--- src/rtl/pda_run_ctrl.sv ---
// pda_run_ctrl: run/halt controller for the PDA pipeline.
// Drives the core's halt input, counts un-halted cycles and stops on a
// cycle limit, an instruction-header breakpoint, an abort or counter
// saturation. It also supports single-stepping.
module pda_run_ctrl #(
  parameter int CNT_W  = 17,
  parameter int HDR_W  = 32,
  parameter int NUM_BP = 2,
  parameter int BP_IW  = (NUM_BP > 1) ? $clog2(NUM_BP) : 1
) (
  input  logic                    clk,
  input  logic                    reset,
  input  logic [1:0]              mode,
  input  logic                    start,
  input  logic                    step,
  input  logic                    abort,
  input  logic                    clear,
  input  logic [CNT_W-1:0]        limit,
  input  logic [NUM_BP-1:0]       bp_en,
  input  logic [NUM_BP*HDR_W-1:0] bp_value,
  input  logic [HDR_W-1:0]        inst_head,
  input  logic                    inst_valid,
  output logic                    halt,
  output logic [CNT_W-1:0]        cycle_count,
  output logic [1:0]              state,
  output logic [2:0]              halt_cause,
  output logic [BP_IW-1:0]        bp_hit,
  output logic                    done
);

  typedef enum logic [1:0] {
    ST_IDLE    = 2'd0,
    ST_RUN     = 2'd1,
    ST_STEP    = 2'd2,
    ST_STOPPED = 2'd3
  } state_t;

  typedef enum logic [2:0] {
    CAUSE_NONE     = 3'd0,
    CAUSE_LIMIT    = 3'd1,
    CAUSE_BP       = 3'd2,
    CAUSE_ABORT    = 3'd3,
    CAUSE_STEP     = 3'd4,
    CAUSE_OVERFLOW = 3'd5
  } cause_t;

  localparam logic [1:0] MODE_RUN_N = 2'd1;

  state_t           r_state;
  cause_t           r_cause;
  logic [CNT_W-1:0] r_count;
  logic [BP_IW-1:0] r_bp_hit;
  logic             r_halt;
  logic             r_done;

  state_t           w_state_nxt;
  cause_t           w_cause_nxt;
  logic [CNT_W-1:0] w_count_nxt;
  logic [BP_IW-1:0] w_bp_hit_nxt;
  logic             w_done_nxt;

  // The increment is computed one bit wider so that a saturated counter is
  // recognised instead of wrapping back to zero.
  logic [CNT_W:0]   w_count_p1;
  logic [CNT_W-1:0] w_count_inc;
  logic             w_ovf;
  logic             w_limit_hit;
  logic             w_bp_match;
  logic [BP_IW-1:0] w_bp_idx;

  assign w_count_p1  = {1'b0, r_count} + {{CNT_W{1'b0}}, 1'b1};
  assign w_count_inc = w_count_p1[CNT_W] ? r_count : w_count_p1[CNT_W-1:0];
  assign w_ovf       = (w_count_p1 >= {1'b0, {CNT_W{1'b1}}});
  assign w_limit_hit = (mode == MODE_RUN_N) && (w_count_p1 >= {1'b0, limit});

  // Breakpoint comparators; scanning from the top lets the lowest index win.
  always_comb begin
    // NOTE: every always_comb output gets a default first so no latch is inferred.
    w_bp_match = 1'b0;
    w_bp_idx   = '0;
    for (int i = NUM_BP - 1; i >= 0; i--) begin
      if (inst_valid && bp_en[i] && (inst_head == bp_value[i*HDR_W +: HDR_W])) begin
        w_bp_match = 1'b1;
        w_bp_idx   = BP_IW'(i);
      end
    end
  end

  // Next-state, counter and cause decode; clear overrides every other command.
  always_comb begin
    w_state_nxt  = r_state;
    w_cause_nxt  = r_cause;
    w_count_nxt  = r_count;
    w_bp_hit_nxt = r_bp_hit;
    w_done_nxt   = 1'b0;

    if (clear) begin
      w_state_nxt  = ST_IDLE;
      w_cause_nxt  = CAUSE_NONE;
      w_count_nxt  = '0;
      w_bp_hit_nxt = '0;
    end else begin
      unique case (r_state)
        ST_IDLE: begin
          if (start) begin
            w_count_nxt = '0;
            if ((mode == MODE_RUN_N) && (limit == '0)) begin
              // A zero limit stops without ever releasing the pipeline.
              w_state_nxt = ST_STOPPED;
              w_cause_nxt = CAUSE_LIMIT;
              w_done_nxt  = 1'b1;
            end else begin
              w_state_nxt = ST_RUN;
              w_cause_nxt = CAUSE_NONE;
            end
          end else if (step) begin
            w_state_nxt = ST_STEP;
          end
        end

        ST_RUN: begin
          w_count_nxt = w_count_inc;
          if (abort || w_bp_match || w_limit_hit || w_ovf) begin
            w_state_nxt = ST_STOPPED;
            w_done_nxt  = 1'b1;
            if (abort) begin
              w_cause_nxt = CAUSE_ABORT;
            end else if (w_bp_match) begin
              w_cause_nxt  = CAUSE_BP;
              w_bp_hit_nxt = w_bp_idx;
            end else if (w_limit_hit) begin
              w_cause_nxt = CAUSE_LIMIT;
            end else begin
              w_cause_nxt = CAUSE_OVERFLOW;
            end
          end
        end

        ST_STEP: begin
          w_count_nxt = w_count_inc;
          w_state_nxt = ST_STOPPED;
          w_done_nxt  = 1'b1;
          if (abort) begin
            w_cause_nxt = CAUSE_ABORT;
          end else if (w_bp_match) begin
            w_cause_nxt  = CAUSE_BP;
            w_bp_hit_nxt = w_bp_idx;
          end else if (w_ovf) begin
            w_cause_nxt = CAUSE_OVERFLOW;
          end else begin
            w_cause_nxt = CAUSE_STEP;
          end
        end

        ST_STOPPED: begin
          // abort has no effect here; the count is kept on resume.
          if (start) begin
            w_state_nxt = ST_RUN;
            w_cause_nxt = CAUSE_NONE;
          end else if (step) begin
            w_state_nxt = ST_STEP;
          end
        end

        default: w_state_nxt = ST_IDLE;
      endcase
    end
  end

  // State, counter and registered outputs; halt is decoded from the next state.
  always_ff @(posedge clk or negedge reset) begin
    if (!reset) begin
      r_state  <= ST_IDLE;
      r_cause  <= CAUSE_NONE;
      r_count  <= '0;
      r_bp_hit <= '0;
      r_halt   <= 1'b1;
      r_done   <= 1'b0;
    end else begin
      // NOTE: non-blocking assignments so every register samples pre-edge values.
      r_state  <= w_state_nxt;
      r_cause  <= w_cause_nxt;
      r_count  <= w_count_nxt;
      r_bp_hit <= w_bp_hit_nxt;
      r_halt   <= !((w_state_nxt == ST_RUN) || (w_state_nxt == ST_STEP));
      r_done   <= w_done_nxt;
    end
  end

  assign halt        = r_halt;
  assign cycle_count = r_count;
  assign state       = r_state;
  assign halt_cause  = r_cause;
  assign bp_hit      = r_bp_hit;
  assign done        = r_done;

endmodule
--- config.mk ---
export PLATFORM = sky130hd
export DESIGN_NAME = pda_run_ctrl
export DESIGN_NICKNAME = d
export VERILOG_FILES = /design/src/rtl/pda_run_ctrl.sv
export SDC_FILE = /design/constraint.sdc
export NUM_CORES = 1
export LEC_CHECK = 0
export ABC_CLOCK_PERIOD_IN_PS = 9100
export CAP_MARGIN = 40
export CORE_MARGIN = 3
export CORE_UTILIZATION = 45
export DETAILED_ROUTE_END_ITERATION = 10
export PLACE_DENSITY_LB_ADDON = 0.2
export SETUP_SLACK_MARGIN = 0.4
export SYNTH_ARGS = -nofsm -noshare
export SYNTH_HDL_FRONTEND = slang
export SYNTH_SLANG_ARGS = --single-unit
--- constraint.sdc ---
create_clock -name clk -period 9.1 [get_ports clk]
set_input_delay 1.365 -clock clk [delete_from_list [all_inputs] [get_ports clk]]
set_output_delay 1.365 -clock clk [all_outputs]
set_load 0.02 [all_outputs]
==> flow_summary.json, run 1 <==
{
  "htree_levels": 1,
  "run_status": "completed",
  "drv_slew": 0,
  "setup.worst_path.start_class": "input port",
  "cts_root_buf": "clkbuf_8",
  "critPathMaxStageDelay_ns": 0.54,
  "worst_slew_pin_slew_ns": 0.542,
  "worstPathRequired_ns": 9.31,
  "finalSetupViolCount": 0,
  "cts_setup_buffers": 0,
  "synthDistinctLibCells": 47,
  "viasPerCell": 5.68,
  "clock-sinks": 25,
  "nets": 663,
  "p_seq_frac": 0.303,
  "grt_max_degree": 30,
  "reg2regPathDepth": 12,
  "cts_made_buffers": 3,
  "antenna_cells": 0,
  "crit_start": "limit[7]",
  "power.internal_uw": 266,
  "ys_seq_area_frac": 0.212,
  "grt_pass1_vias": 3472,
  "io_pins": 149,
  "multiInputGateArea_um2": 2180,
  "wirelength_um": 10100,
  "rsz0062_at_grt": "false",
  "rows": 28,
  "syn-instance-count": 371,
  "netlist_area_um2": 2960,
  "ir_drop_mv": 0.0899,
  "syn-num-nets": 519,
  "dp_hpwl_um": 8830,
  "fin_crit_ns": 4.14,
  "powerDensity_nw_per_um2": 95.6,
  "synth_edf_count": 0,
  "ys_seq_elements": 25,
  "min_period_over_period": 0.454,
  "regToRegSetupSlack_ns": 5.03,
  "finClkSkew_ns": 0.00481,
  "core_area_um2": 6130,
  "dr.pass1.iters": 4,
  "pwr-share-clk": 0.160,
  "vias": 3346,
  "final_antenna_net_count": 0,
  "hold_buffers": 0,
  "track_usage": 0.264,
  "clkTransAtPathRegs_ns": 0.09,
  "crit_type": "in -> reg",
  "p_leak_uw": 0.00192,
  "drt_iter0_markers": 148,
  "rr_startpoint": "cycle_count[0]$_DFFE_PN0P_",
  "endpoint": "halt_cause[2]$_DFFE_PN0P_",
  "slew_headroom": 0.638,
  "cp_max_fo": 4,
  "crit_chain": "clkdlybuf4s50_1, inv_1, ha_1, a211oi_1, nor2_1, o41a_1, o41ai_1, a21oi_1, o32ai_1, mux2i_1",
  "cp-end-kind": "flip-flop",
  "die_area_um2": 7590,
  "max_freq_mhz": 242,
  "switching_share": 0.393,
  "syn_to_final_growth_pct": 54.4,
  "fp.dieH_um": 87.1,
  "final_hold_viol_count": 0,
  "slowest_stage": "o32ai_1",
  "p_total_uw": 437,
  "worstSkewPairLatency_ns": 0.28,
  "setup-tns-final_ns": 0,
  "yosysWarnings": 0,
  "place.gp.congestion": 0.924,
  "cts_tree": "built",
  "drt-wirelength-per-cell_um": 17.2,
  "antenna_found_initial": 0,
  "power_frac_comb": 0.537,
  "initial_core_util": 0.483,
  "async_flop_share": 1.00,
  "ff_latch_area_um2": 627,
  "drc": 0,
  "p_sw_uw": 172,
  "ctsResizeCount": 0,
  "chipWidth_um": 87.1,
  "drive_gt1_frac": 0.0311,
  "r2r-end": "halt_cause[2]$_DFFE_PN0P_",
  "synth-main-ff-cell": "dfrtp_1",
  "cp.arrival_ns": 4.34,
  "synth.avg_cell_area_um2": 7.99,
  "port_buffers": 148,
  "grt_pass1_wl_um": 16100,
  "clock_path_buffers": 2,
  "grt-ovfl-total": 0,
  "cap_viol_max_count": 0,
  "fillerInstances": 437,
  "min_path_type": "reg -> reg"
}
registers in the layout, summed over array words and instances, names as in the netlist:
register / cells
halt: 1
done: 1
bp_hit: 1
cycle_count: 17
halt_cause: 3
state: 2
per-layer routing:
metal	vias up	track usage	routed length, µm
met1	1541	0.296	3810
li1	1614	-	-
met4	0	0.0697	154
met2	173	0.506	5400
met5	-	0	0
met3	18	0.0482	773
worst min-delay path by stage:
stage,start,to,slack (ns),cells past startpoint
after floorplan,halt_cause[0]$_DFFE_PN0P_,halt_cause[0]$_DFFE_PN0P_,0.62,2
after global placement,halt_cause[1]$_DFFE_PN0P_,halt_cause[1]$_DFFE_PN0P_,0.52,1
after detailed placement,halt_cause[0]$_DFFE_PN0P_,halt_cause[0]$_DFFE_PN0P_,0.53,2
after CTS,halt_cause[0]$_DFFE_PN0P_,halt_cause[0]$_DFFE_PN0P_,0.54,2
after global routing,halt_cause[0]$_DFFE_PN0P_,halt_cause[0]$_DFFE_PN0P_,0.57,2
final,halt_cause[0]$_DFFE_PN0P_,halt_cause[0]$_DFFE_PN0P_,0.55,2
synth_stat cells, drive strengths merged, types with 2 or more instances:
cell type	number	share of area
a21boi	3	0.0076
ha	24	0.10
mux2i	2	0.0068
buf	2	0.0034
clkbuf	9	0.012
xnor2	19	0.056
nand3	21	0.035
a2111oi	2	0.0084
nor2	20	0.025
a211oi	3	0.0076
o32ai	2	0.0059
nor2b	2	0.0042
a21o	3	0.0076
dfrtp	24	0.20
o211ai	2	0.0051
inv	29	0.037
nor3b	3	0.0076
nand4	15	0.039
nor4	22	0.052
and2	2	0.0042
xor2	59	0.17
nand2b	4	0.0084
and4	3	0.0093
or3	2	0.0042
a31oi	2	0.0042
or4	3	0.0076
nor3	10	0.017
o31ai	7	0.018
nand2	31	0.039
a21oi	11	0.019
o21ai	20	0.034
placed cells by master (no fill, tap or decap), types with 2 or more instances in the layout:
| cell | n |
|---|---|
| nor3b_1 | 3 |
| and2_1 | 2 |
| or3_1 | 2 |
| nand2_1 | 31 |
| nor3_1 | 10 |
| a31oi_1 | 2 |
| and4_1 | 2 |
| xor2_1 | 59 |
| a211oi_1 | 3 |
| clkdlybuf4s50_1 | 148 |
| clkbuf_8 | 3 |
| mux2i_1 | 2 |
| o31ai_1 | 7 |
| nand4_1 | 13 |
| a21o_1 | 3 |
| o32ai_1 | 2 |
| a21oi_1 | 11 |
| or4_1 | 3 |
| nand2b_1 | 4 |
| dfrtp_1 | 24 |
| o211ai_1 | 2 |
| inv_1 | 29 |
| ha_1 | 24 |
| a21boi_0 | 3 |
| xnor2_1 | 19 |
| nor4_1 | 21 |
| o21ai_0 | 20 |
| nor2_1 | 20 |
| nand3_1 | 21 |
| nor2b_1 | 2 |
worst max-delay path, delay by kind of cell:
family	cells	cell delay (ns)
and+or+nand+nor	1	0.09
buffers and inverters	2	0.53
AOI/OAI and AO/OA	5	1.82
muxes	1	0.23
adders and majority gates	1	0.30
power groups by stage:
stage	Sequential, µW	Combinational, µW	Clock [µW]
3_5_place_dp	135	232	0
2_1_floorplan	144	106	0
6_report	133	235	69.9
3_3_place_gp	134	224	0
4_1_cts	132	234	69.0
5_1_grt	135	255	72.2
through the flow:
stage,hold slack (ns),area [µm²],std cells,setup slack [ns],utilization
global placement,0.524,4500,584,4.72,0.734
CTS,0.541,4570,589,4.96,0.746
floorplan,0.620,2960,371,5.42,-
finish,0.548,4570,589,4.96,0.746
global route,0.569,4570,589,4.71,0.746
detailed placement,0.528,4530,585,4.69,0.739
area by class of cell:
cell class,count,area share
repair buffers,150,0.332
well taps,75,0.0205
flip-flops and latches,25,0.137
clock inverters,1,0.00109
inverters,29,0.0238
multi-input cells,306,0.477
clock buffers,3,0.00903
logic make-up (layout without fill, tap and decap cells):
| kind of cell | count (synthesis) | after routing | synth area share |
|---|---|---|---|
| simple gates | 141 | 141 | 0.260 |
| xor+xnor | 78 | 78 | 0.231 |
| compound gates | 61 | 61 | 0.138 |
| buf+inv | 40 | 183 | 0.0519 |
| flops | 25 | 25 | 0.212 |
| fa+ha+maj | 24 | 24 | 0.101 |
| mux | 2 | 2 | 0.00676 |
Note: power is estimated with default switching activity, not from simulation.
==> run 2: changes to the inputs <==
--- a/config.mk
+++ b/config.mk
@@ -5,10 +5,10 @@
 export SDC_FILE = /design/constraint.sdc
 export NUM_CORES = 1
 export LEC_CHECK = 0
-export ABC_CLOCK_PERIOD_IN_PS = 9100
+export ABC_CLOCK_PERIOD_IN_PS = 3800
 export CAP_MARGIN = 40
 export CORE_MARGIN = 3
-export CORE_UTILIZATION = 45
+export CORE_UTILIZATION = 37
 export DETAILED_ROUTE_END_ITERATION = 10
 export PLACE_DENSITY_LB_ADDON = 0.2
 export SETUP_SLACK_MARGIN = 0.4
==> constraint.sdc (replaced) <==
create_clock -name clk -period 3.8 [get_ports clk]
set_input_delay 0.57 -clock clk [delete_from_list [all_inputs] [get_ports clk]]
set_output_delay 0.57 -clock clk [all_outputs]
set_load 0.02 [all_outputs]
==> flow_summary.json, run 2 (synthesis results as in run 1) <==
{
  "vias": 3402,
  "wirelength_um": 10300,
  "final_antenna_net_count": 0,
  "initial_core_util": 0.381,
  "dpl_worst_slack_ns": 0.266,
  "fin_crit_ns": 3.34,
  "layout_common_cells": "148 x clkdlybuf4s50_1, 59 x xor2_1, 30 x nand2_1",
  "critPathMaxStageDelay_ns": 0.47,
  "antenna_cells": 0,
  "max_freq_mhz": 300,
  "die_area_um2": 9120,
  "port_buffers": 148,
  "rsz0062_at_grt": "true",
  "grt_max_degree": 30,
  "drc": 0,
  "setup-tns-final_ns": 0,
  "track_usage": 0.220,
  "fin_util": 0.641,
  "crit_type": "reg -> reg",
  "crit_chain": "nand4_4, nor2_4, nand2_1, xnor2_2, ha_1, nand4_1, a21oi_1, o41a_1, o41ai_4, a21oi_2, or3_1, a221oi_2",
  "htree_levels": 1,
  "nets": 684,
  "cts_made_buffers": 3,
  "final_hold_viol_count": 0,
  "clock-sinks": 25,
  "run_status": "completed",
  "drive_gt1_frac": 0.131,
  "p_total_uw": 1070,
  "syn_to_final_growth_pct": 67.9,
  "grt_pass1_vias": 3421,
  "dr.pass1.iters": 4,
  "cap_viol_max_count": 0,
  "place.gp.congestion": 0.924,
  "fp.dieH_um": 95.5,
  "final_common_cell": "clkdlybuf4s50_1",
  "ir_drop_mv": 0.136,
  "worst_slew_pin_slew_ns": 0.575,
  "rows": 32,
  "finalSetupViolCount": 0,
  "min_path_type": "reg -> reg",
  "worstSkewPairLatency_ns": 0.28,
  "cp_max_fo": 7,
  "setup.worst_path.start_class": "flip-flop",
  "p_leak_uw": 0.00213,
  "largest_reg_flops": 17,
  "viasPerCell": 5.34,
  "hold_ws_ns": 0.573,
  "chipWidth_um": 95.5,
  "cp-end-kind": "flip-flop",
  "dp_hpwl_um": 8550,
  "crit_family": "compound AO/OA/AOI/OAI gates",
  "slowest_stage": "dfrtp_2",
  "drt_iter0_markers": 115,
  "cts_root_buf": "clkbuf_8",
  "min_period_over_period": 0.878,
  "cts_tree": "built",
  "worstPathRequired_ns": 3.99,
  "finClkSkew_ns": 0.00949,
  "antenna_found_initial": 0,
  "core_area_um2": 7770,
  "clock_path_buffers": 2,
  "worst_slack_ns": 0.462,
  "slew_headroom": 0.615,
  "hold_buffers": 0,
  "grt-ovfl-total": 0,
  "crit_buf_inv": 0,
  "drv_slew": 0,
  "grt_pass1_wl_um": 15800,
  "drt-wirelength-per-cell_um": 16.2,
  "io_pins": 149,
  "clkTransAtPathRegs_ns": 0.10,
  "cp.arrival_ns": 3.53,
  "powerDensity_nw_per_um2": 216
}
[run 2: cell types whose count changed in the layout (fill, tap and decap cells not counted), moves of 3 or more]
cell	delta
buf_4	+20
dfrtp_1	-10
dfrtp_2	+10
nand3_1	-3
nand3_2	+3
xnor2_1	-7
xnor2_2	+6
[run 2: metal layers]
layer  global-route usage  part of all wire  vias up
met3               0.0537             0.064       26
met2                0.413              0.54      137
met5                    0                 0        -
li1                     -                 -     1655
met4               0.0699             0.027        0
met1                0.241              0.37     1584
[run 2: area by class of cell]
type	instances	area (µm²)
fillers	683	2790
multi-input cells	306	2380
repair buffers	171	1680
flip-flops and latches	25	639
well taps	102	128
inverters	29	109
clock buffers	3	41.3
clock inverters	1	5.00
[run 2: report_power, final]
group | switching, µW | internal [µW]
registers | 27.8 | 292
clock network | 93.4 | 73.8
logic | 300 | 287
[run 2: worst paths after layout]
check,startpoint,to,slack [ns],depth (start not counted)
min reg2reg,halt_cause[0]$_DFFE_PN0P_,halt_cause[0]$_DFFE_PN0P_,0.57,2
min,halt_cause[0]$_DFFE_PN0P_,halt_cause[0]$_DFFE_PN0P_,0.57,2
max reg2reg,cycle_count[3]$_DFFE_PN0P_,halt_cause[0]$_DFFE_PN0P_,0.46,12
max in group asynchronous,reset,cycle_count[14]$_DFFE_PN0P_,2.57,3
max,cycle_count[3]$_DFFE_PN0P_,halt_cause[0]$_DFFE_PN0P_,0.46,12
min in group asynchronous,reset,cycle_count[5]$_DFFE_PN0P_,0.64,1
[run 2: worst min-delay path: cells and delay by family, from the launching register on]
family,cells,cell delay (ns)
AOI/OAI and AO/OA,1,0.05
buffers and inverters,1,0.07
DFF,1,0.41
[run 2: repair_timing]
item                       CTS  global route
setup endpoints to repair    5             5
pin swaps                    1            12
buffers inserted             1            17
gates resized for setup      7            33
[run 2: metrics by stage]
step,cells,cell area [µm²]
2_1_floorplan,371,2980
3_3_place_gp,614,4570
3_5_place_dp,615,4600
4_1_cts,620,4670
5_1_grt,637,4980
6_report,637,4980
